### config.mk
export PLATFORM = sky130hd
export DESIGN_NAME = sprite_anim_renderer_flat
export DESIGN_NICKNAME = d
export VERILOG_FILES = /design/src/rtl/sprite_anim_renderer_if.sv /design/src/rtl/sprite_anim_renderer.sv /design/src/flat_wrapper.sv
export SDC_FILE = /design/constraint.sdc
export NUM_CORES = 1
export LEC_CHECK = 0
export ABC_AREA = 1
export CAP_MARGIN = 20
export CORE_MARGIN = 2
export CORE_UTILIZATION = 25
export DETAILED_ROUTE_END_ITERATION = 16
export SLEW_MARGIN = 20
export SYNTH_ARGS = -nofsm -noshare
export SYNTH_HDL_FRONTEND = slang
export SYNTH_SLANG_ARGS = --single-unit
### constraint.sdc
create_clock -name vga_clk -period 4.7 [get_ports vga_clk]
set_input_delay 0.94 -clock vga_clk [delete_from_list [all_inputs] [get_ports vga_clk]]
set_output_delay 0.94 -clock vga_clk [all_outputs]
set_load 0.05 [all_outputs]
### src/rtl/sprite_anim_renderer_if.sv
// Raster, ROM and palette signals of the sprite renderer, bundled for the port list.
// master = raster/ROM/palette side, slave = renderer.
interface sprite_anim_renderer_if #(
    parameter int ADDR_W = 15,
    parameter int FIDX_W = 3
);
    logic [9:0]        DrawX;
    logic [9:0]        DrawY;
    logic [9:0]        SpriteX;
    logic [9:0]        SpriteY;
    logic              blank;
    logic              frame_start;
    logic              anim_en;
    logic              anim_restart;
    logic              flip_h;
    logic [ADDR_W-1:0] rom_address;
    logic [3:0]        rom_q;
    logic [3:0]        pal_index;
    logic [3:0]        pal_red;
    logic [3:0]        pal_green;
    logic [3:0]        pal_blue;
    logic [3:0]        red;
    logic [3:0]        green;
    logic [3:0]        blue;
    logic              opaque;
    logic [FIDX_W-1:0] frame_idx;

    modport master (
        output DrawX, DrawY, SpriteX, SpriteY, blank, frame_start, anim_en,
               anim_restart, flip_h, rom_q, pal_red, pal_green, pal_blue,
        input  rom_address, pal_index, red, green, blue, opaque, frame_idx
    );

    modport slave (
        input  DrawX, DrawY, SpriteX, SpriteY, blank, frame_start, anim_en,
               anim_restart, flip_h, rom_q, pal_red, pal_green, pal_blue,
        output rom_address, pal_index, red, green, blue, opaque, frame_idx
    );
endinterface

### src/rtl/sprite_anim_renderer.sv
// Three-stage sprite pixel pipeline with vsync-rate frame animation.
// Optional horizontal mirroring is compiled in when SPRITE_FLIP_EN is defined.
module sprite_anim_renderer #(
    parameter int SPR_W       = 40,
    parameter int SPR_H       = 60,
    parameter int NUM_FRAMES  = 8,
    parameter int FRAME_TICKS = 6,
    parameter int TRANSP_IDX  = 0,
    parameter int ADDR_W      = $clog2(NUM_FRAMES*SPR_W*SPR_H),
    parameter int FIDX_W      = (NUM_FRAMES > 1) ? $clog2(NUM_FRAMES) : 1
) (
    input  logic            vga_clk,
    input  logic            reset,
    sprite_anim_renderer_if.slave bus
);
    localparam int TICK_W = (FRAME_TICKS > 1) ? $clog2(FRAME_TICKS) : 1;

    logic [FIDX_W-1:0] frame_q, frame_d;
    logic [TICK_W-1:0] tick_q, tick_d;
    logic [ADDR_W-1:0] addr_q, addr_d;
    logic              v1_q, v1_d;
    logic [3:0]        pal_idx_q, pal_idx_d;
    logic              v2_q, v2_d;
    logic              opaque_q, opaque_d;
    logic [3:0]        red_q, red_d;
    logic [3:0]        green_q, green_d;
    logic [3:0]        blue_q, blue_d;

    logic signed [10:0] dx, dy;
    logic               in_box;
    logic [9:0]         col;

    // Zero-extended subtraction keeps the sign, so a sprite right of the beam is out of box.
    assign dx = $signed({1'b0, bus.DrawX}) - $signed({1'b0, bus.SpriteX});
    assign dy = $signed({1'b0, bus.DrawY}) - $signed({1'b0, bus.SpriteY});

    assign in_box = !dx[10] && (dx[9:0] < 10'(SPR_W)) &&
                    !dy[10] && (dy[9:0] < 10'(SPR_H)) && bus.blank;

`ifdef SPRITE_FLIP_EN
    assign col = bus.flip_h ? (10'(SPR_W - 1) - dx[9:0]) : dx[9:0];
`else
    assign col = dx[9:0];
    logic unused_flip;
    assign unused_flip = bus.flip_h;
`endif

    always_comb begin
        addr_d = '0;
        if (in_box) begin
            addr_d = ADDR_W'(frame_q) * ADDR_W'(SPR_W * SPR_H)
                   + ADDR_W'(dy[9:0]) * ADDR_W'(SPR_W)
                   + ADDR_W'(col);
        end
        v1_d      = in_box;
        pal_idx_d = bus.rom_q;
        v2_d      = v1_q && (bus.rom_q != 4'(TRANSP_IDX));
        opaque_d  = v2_q;
        red_d     = v2_q ? bus.pal_red   : 4'h0;
        green_d   = v2_q ? bus.pal_green : 4'h0;
        blue_d    = v2_q ? bus.pal_blue  : 4'h0;
    end

    // Frame index only moves on a frame_start cycle, so a screen never shows two frames.
    always_comb begin
        frame_d = frame_q;
        tick_d  = tick_q;
        if (bus.anim_restart) begin
            frame_d = '0;
            tick_d  = '0;
        end else if (bus.frame_start && bus.anim_en) begin
            if (tick_q == TICK_W'(FRAME_TICKS - 1)) begin
                tick_d  = '0;
                frame_d = (frame_q == FIDX_W'(NUM_FRAMES - 1)) ? '0 : frame_q + 1'b1;
            end else begin
                tick_d = tick_q + 1'b1;
            end
        end
    end

    always_ff @(posedge vga_clk) begin
        if (reset) begin
            frame_q   <= '0;
            tick_q    <= '0;
            addr_q    <= '0;
            v1_q      <= 1'b0;
            pal_idx_q <= '0;
            v2_q      <= 1'b0;
            opaque_q  <= 1'b0;
            red_q     <= '0;
            green_q   <= '0;
            blue_q    <= '0;
        end else begin
            frame_q   <= frame_d;
            tick_q    <= tick_d;
            addr_q    <= addr_d;
            v1_q      <= v1_d;
            pal_idx_q <= pal_idx_d;
            v2_q      <= v2_d;
            opaque_q  <= opaque_d;
            red_q     <= red_d;
            green_q   <= green_d;
            blue_q    <= blue_d;
        end
    end

    assign bus.rom_address = addr_q;
    assign bus.pal_index   = pal_idx_q;
    assign bus.opaque      = opaque_q;
    assign bus.red         = red_q;
    assign bus.green       = green_q;
    assign bus.blue        = blue_q;
    assign bus.frame_idx   = frame_q;
endmodule

### src/flat_wrapper.sv
// flat-port wrapper written by rule: the top's interface ports become plain ports
module sprite_anim_renderer_flat 
#(
    parameter int SPR_W       = 40,
    parameter int SPR_H       = 60,
    parameter int NUM_FRAMES  = 8,
    parameter int FRAME_TICKS = 6,
    parameter int TRANSP_IDX  = 0,
    parameter int ADDR_W      = $clog2(NUM_FRAMES*SPR_W*SPR_H),
    parameter int FIDX_W      = (NUM_FRAMES > 1) ? $clog2(NUM_FRAMES) : 1
)
  (vga_clk, reset, bus_DrawX, bus_DrawY, bus_SpriteX, bus_SpriteY, bus_blank, bus_frame_start, bus_anim_en, bus_anim_restart, bus_flip_h, bus_rom_q, bus_pal_red, bus_pal_green, bus_pal_blue, bus_rom_address, bus_pal_index, bus_red, bus_green, bus_blue, bus_opaque, bus_frame_idx);
  sprite_anim_renderer_if #(.ADDR_W(ADDR_W), .FIDX_W(FIDX_W)) bus_i ();
  input  logic vga_clk;
  input  logic reset;
  input wire logic [$bits(bus_i.DrawX)-1:0] bus_DrawX;
  input wire logic [$bits(bus_i.DrawY)-1:0] bus_DrawY;
  input wire logic [$bits(bus_i.SpriteX)-1:0] bus_SpriteX;
  input wire logic [$bits(bus_i.SpriteY)-1:0] bus_SpriteY;
  input wire logic [$bits(bus_i.blank)-1:0] bus_blank;
  input wire logic [$bits(bus_i.frame_start)-1:0] bus_frame_start;
  input wire logic [$bits(bus_i.anim_en)-1:0] bus_anim_en;
  input wire logic [$bits(bus_i.anim_restart)-1:0] bus_anim_restart;
  input wire logic [$bits(bus_i.flip_h)-1:0] bus_flip_h;
  input wire logic [$bits(bus_i.rom_q)-1:0] bus_rom_q;
  input wire logic [$bits(bus_i.pal_red)-1:0] bus_pal_red;
  input wire logic [$bits(bus_i.pal_green)-1:0] bus_pal_green;
  input wire logic [$bits(bus_i.pal_blue)-1:0] bus_pal_blue;
  output wire logic [$bits(bus_i.rom_address)-1:0] bus_rom_address;
  output wire logic [$bits(bus_i.pal_index)-1:0] bus_pal_index;
  output wire logic [$bits(bus_i.red)-1:0] bus_red;
  output wire logic [$bits(bus_i.green)-1:0] bus_green;
  output wire logic [$bits(bus_i.blue)-1:0] bus_blue;
  output wire logic [$bits(bus_i.opaque)-1:0] bus_opaque;
  output wire logic [$bits(bus_i.frame_idx)-1:0] bus_frame_idx;
  assign bus_i.DrawX = bus_DrawX;
  assign bus_i.DrawY = bus_DrawY;
  assign bus_i.SpriteX = bus_SpriteX;
  assign bus_i.SpriteY = bus_SpriteY;
  assign bus_i.blank = bus_blank;
  assign bus_i.frame_start = bus_frame_start;
  assign bus_i.anim_en = bus_anim_en;
  assign bus_i.anim_restart = bus_anim_restart;
  assign bus_i.flip_h = bus_flip_h;
  assign bus_i.rom_q = bus_rom_q;
  assign bus_i.pal_red = bus_pal_red;
  assign bus_i.pal_green = bus_pal_green;
  assign bus_i.pal_blue = bus_pal_blue;
  assign bus_rom_address = bus_i.rom_address;
  assign bus_pal_index = bus_i.pal_index;
  assign bus_red = bus_i.red;
  assign bus_green = bus_i.green;
  assign bus_blue = bus_i.blue;
  assign bus_opaque = bus_i.opaque;
  assign bus_frame_idx = bus_i.frame_idx;
  sprite_anim_renderer #(.SPR_W(SPR_W), .SPR_H(SPR_H), .NUM_FRAMES(NUM_FRAMES), .FRAME_TICKS(FRAME_TICKS), .TRANSP_IDX(TRANSP_IDX), .ADDR_W(ADDR_W), .FIDX_W(FIDX_W)) u_core (.vga_clk(vga_clk), .reset(reset), .bus(bus_i));
endmodule
==> summary.txt <==
Route
  – Post-Route WL: 9030 um
  – Vias per cell: 4.148
  – DR vias: 3671
  – DRT iter0 DRCs: 127
  – DR pass1 iterations: 4
  – DRC Markers: 0
  – Routed len/inst: 10.20 um
  – Post-route ant nets: 0

Final layout
  – Final layout net count: 829
  – Final core utilization: 0.4180
  – Fraction of layout cells with a size suffix above 1: 0.2882
  – Layout area overhead: 62.52%
  – FILL cells: 1483
  – # diodes: 0
  – Fin cells: 885

Global route
  – Initial antenna violation count: 0
  – Number of global-route vias before repair: 3487
  – GRT Total Usage: 0.1130
  – Met3 Use GR: 0.01771
  – First-pass GRT wire length: 15300 um
  – Grt met1 use: 0.1438
  – Pin count of the biggest net entering global routing: 17
  – GRT busiest layer: met2
  – GR Util met2: 0.2048
  – Grt ovf: 0

Die
  – Die Wd: 126.7 um
  – # rows: 44
  – Die area: 0.01606 mm^2
  – IO Count: 98
  – Die Ht: 126.7 um
  – Core footprint: 0.01464 mm^2
  – Initial Util: 0.2572

Synth
  – Share of the synthesized area in the top cell type: 0.2126
  – Leading area contributor after synthesis: dfxtp_1
  – Post-Synthesis Cells: 533
  – Top FF cell, synth: dfxtp_1
  – FF+latch count, synth: 40
  – Most frequent cell after synthesis: inv_1
  – Synth area leaders: dfxtp_1 21%, ha_1 19%, inv_1 12%
  – Yosys synthesis warning count: 0
  – Synth unique cells: 34
  – Commonest cells post-synth: 121 x inv_1, 113 x nand2_1, 56 x ha_1
  – Syn Nets: 662
  – Mapped cell area: 0.003766 mm^2
  – EDFF count, synth: 0
  – Ys async rst share: 0
  – Post-synthesis sequential area ratio: 0.2126
  – Synth Area per Inst: 7.066 um^2

Clock network
  – CTS Buffer Depth: 2
  – CTS root buffer: clkbuf_16
  – Clk_lat worst skew: 0.27 ns
  – CTS tree: yes
  – CTS Hold Bufs: 0
  – Total CTS buffers: 5
  – Clk slew on worst S/H paths: 0.06 ns
  – TritonCTS Sinks: 40
  – H-Tree Depth: 2

Placement
  – Placed insts: 864
  – Placer Congestion: 0.8207
  – Input/output buffers: 96
  – HPWL after detailed placement: 7225 um
  – Pre-CTS WS: -0.6700 ns

Timing
  – Hold WS: 0.4385 ns
  – Final Hold Fails: 0
  – Period utilization: 0.9612
  – Slew @ Worst Pin: 0.5301 ns
  – Layout Skew: 0.005295 ns
  – FMAX: 221.4 MHz
  – Final min period: 4.518 ns
  – Setup ws final: 0.1823 ns
  – Max-slew violations: 0
  – Rel. slew slack: 0.6455
  – Setup-failing EPs final: 0

Worst setup path
  – Startpoint class of the critical path: input pin
  – Worst path most repeated cell: nand2_2
  – Worst path max stage delay: 0.36 ns
  – Reg2reg path depth: 16
  – R2R Setup Slk: 1.20 ns
  – CP max stage cell: fa_2
  – Crit Path Category: input pin to flop
  – CP max FO: 3
  – R2r startpoint: u_core.bus.frame_idx[1]
  – Critical Path AT: 4.67 ns
  – Endpoint class of the critical path: flop
  – Worst R2R End: u_core.bus.rom_address[12]
  – Worst EP required: 4.85 ns

Pwr
  – Peak supply drop: 225.9 uV
  – Pwr Total: 2.417 mW
  – Clock power share: 0.156
  – Switching Power: 0.9820 mW
  – Switching share of power: 0.4063
  – PwrDens: 394.9 mW/mm^2
  – Internal: 1.435 mW
  – Seq pwr share: 0.141
  – P_leak: 3.082 nW
  – Share of power burned in combinational logic: 0.703

Min path
  – Worst hold path class: flop to flop
  – Hold Crit Start: u_core.v1_q
  – Worst hold stages: 2
  – Hold Path End: u_core.opaque_d

Outcome
  – Status: completed

Flow run
  – Max Cap Violations: 0
cell usage in the layout (no fill, tap or decap), types with 6 or more instances in the layout:
master / instances
nand2_2: 27
a21oi_2: 8
nor2_1: 42
nand3_1: 19
dlymetal6s2s_1: 9
inv_1: 105
buf_4: 63
ha_4: 23
nand4_1: 8
nor2_4: 11
fa_1: 8
a21oi_1: 11
inv_2: 23
xor2_1: 14
nand2_1: 94
ha_1: 32
dfxtp_1: 40
nor2_2: 7
nand3_2: 8
xnor2_1: 6
clkdlybuf4s50_1: 83
logic make-up (layout without fill, tap and decap cells):
family                     count (synthesis)  in the layout  share of synthesized area
xor gates and xnor gates                  23             23                    0.05748
DFF                                       40             40                     0.2126
and+or+nand+nor                          235            235                     0.2914
AOI/OAI and AO/OA                         38             38                    0.06578
adders and majority gates                 66             66                     0.2392
buffers and inverters                    131            299                     0.1336
routing by layer:
layer	routed length [um]	vias up
met5	0	-
met4	48	0
met3	297	4
met2	4588	62
met1	4094	1625
li1	-	1980
final cells by class:
cell class                      instances  area, um^2  area share
Inverter                              128       480.5     0.07850
Tap cell                              184       230.2     0.03761
Multi-Input combinational cell        362        2959      0.4834
Timing Repair Buffer                  163        1486      0.2428
Clock buffer                            6       128.9     0.02105
Sequential cell                        40       800.8      0.1308
Clock inverter                          2       35.03    0.005724
metrics by stage:
| step | setup TNS [ns] | instance area, um^2 |
|---|---|---|
| after floorplan | 0 | 3779 |
| after global placement | -3.905 | 5353 |
| after detailed placement | -4.136 | 5353 |
| after CTS | 0 | 5796 |
| after global routing | -0.06508 | 6121 |
| final | 0 | 6121 |
power groups by stage:
| stage | sequential [mW] | combinational [mW] | clock (mW) |
|---|---|---|---|
| 5_1_grt | 0.342 | 1.91 | 0.404 |
| 4_1_cts | 0.342 | 1.56 | 0.391 |
| 6_report | 0.342 | 1.70 | 0.376 |
| 3_3_place_gp | 0.349 | 1.38 | 0 |
| 2_1_floorplan | 0.356 | 0.893 | 0 |
| 3_5_place_dp | 0.349 | 1.39 | 0 |
how the worst max path moves through the flow:
stage,startpoint,end,slack (ns)
after floorplan,bus_DrawY[0],u_core.bus.rom_address[14],0.04
after global placement,bus_DrawY[0],u_core.bus.rom_address[14],-0.63
after detailed placement,bus_DrawY[0],u_core.bus.rom_address[14],-0.67
after CTS,bus_SpriteY[4],u_core.bus.rom_address[14],0.004
after global routing,bus_DrawY[0],u_core.bus.rom_address[14],-0.05
final,bus_DrawY[0],u_core.bus.rom_address[14],0.18
repair_timing:
| action | CTS | global route |
|---|---|---|
| setup endpoints to repair | 7 | 7 |
| resized for setup | 50 | 69 |
| cloned | 0 | 0 |
| setup buffers | 4 | 9 |
| pin swaps | 31 | 48 |
flip-flops by register name, summed over array words and instances (netlist names):
register and count:
u_core.bus.green 4, u_core.v1_q 1, u_core.bus.blue 4, u_core.bus.red 4
u_core.opaque_d 1, u_core.bus.opaque 1, u_core.bus.rom_address 15, u_core.bus.pal_index 4
u_core.bus.frame_idx 3, u_core.tick_q 3
critical path: cells and delay by family:
family,cells,cell delay (ns)
AND/OR/NAND/NOR,12,0.78
XOR/XNOR,1,0.16
buffers and inverters,5,0.34
adder cells (fa/ha/maj),6,1.43
AO/OA/AOI/OAI,7,1.01
No activity file was read; power rests on OpenSTA's default activity.
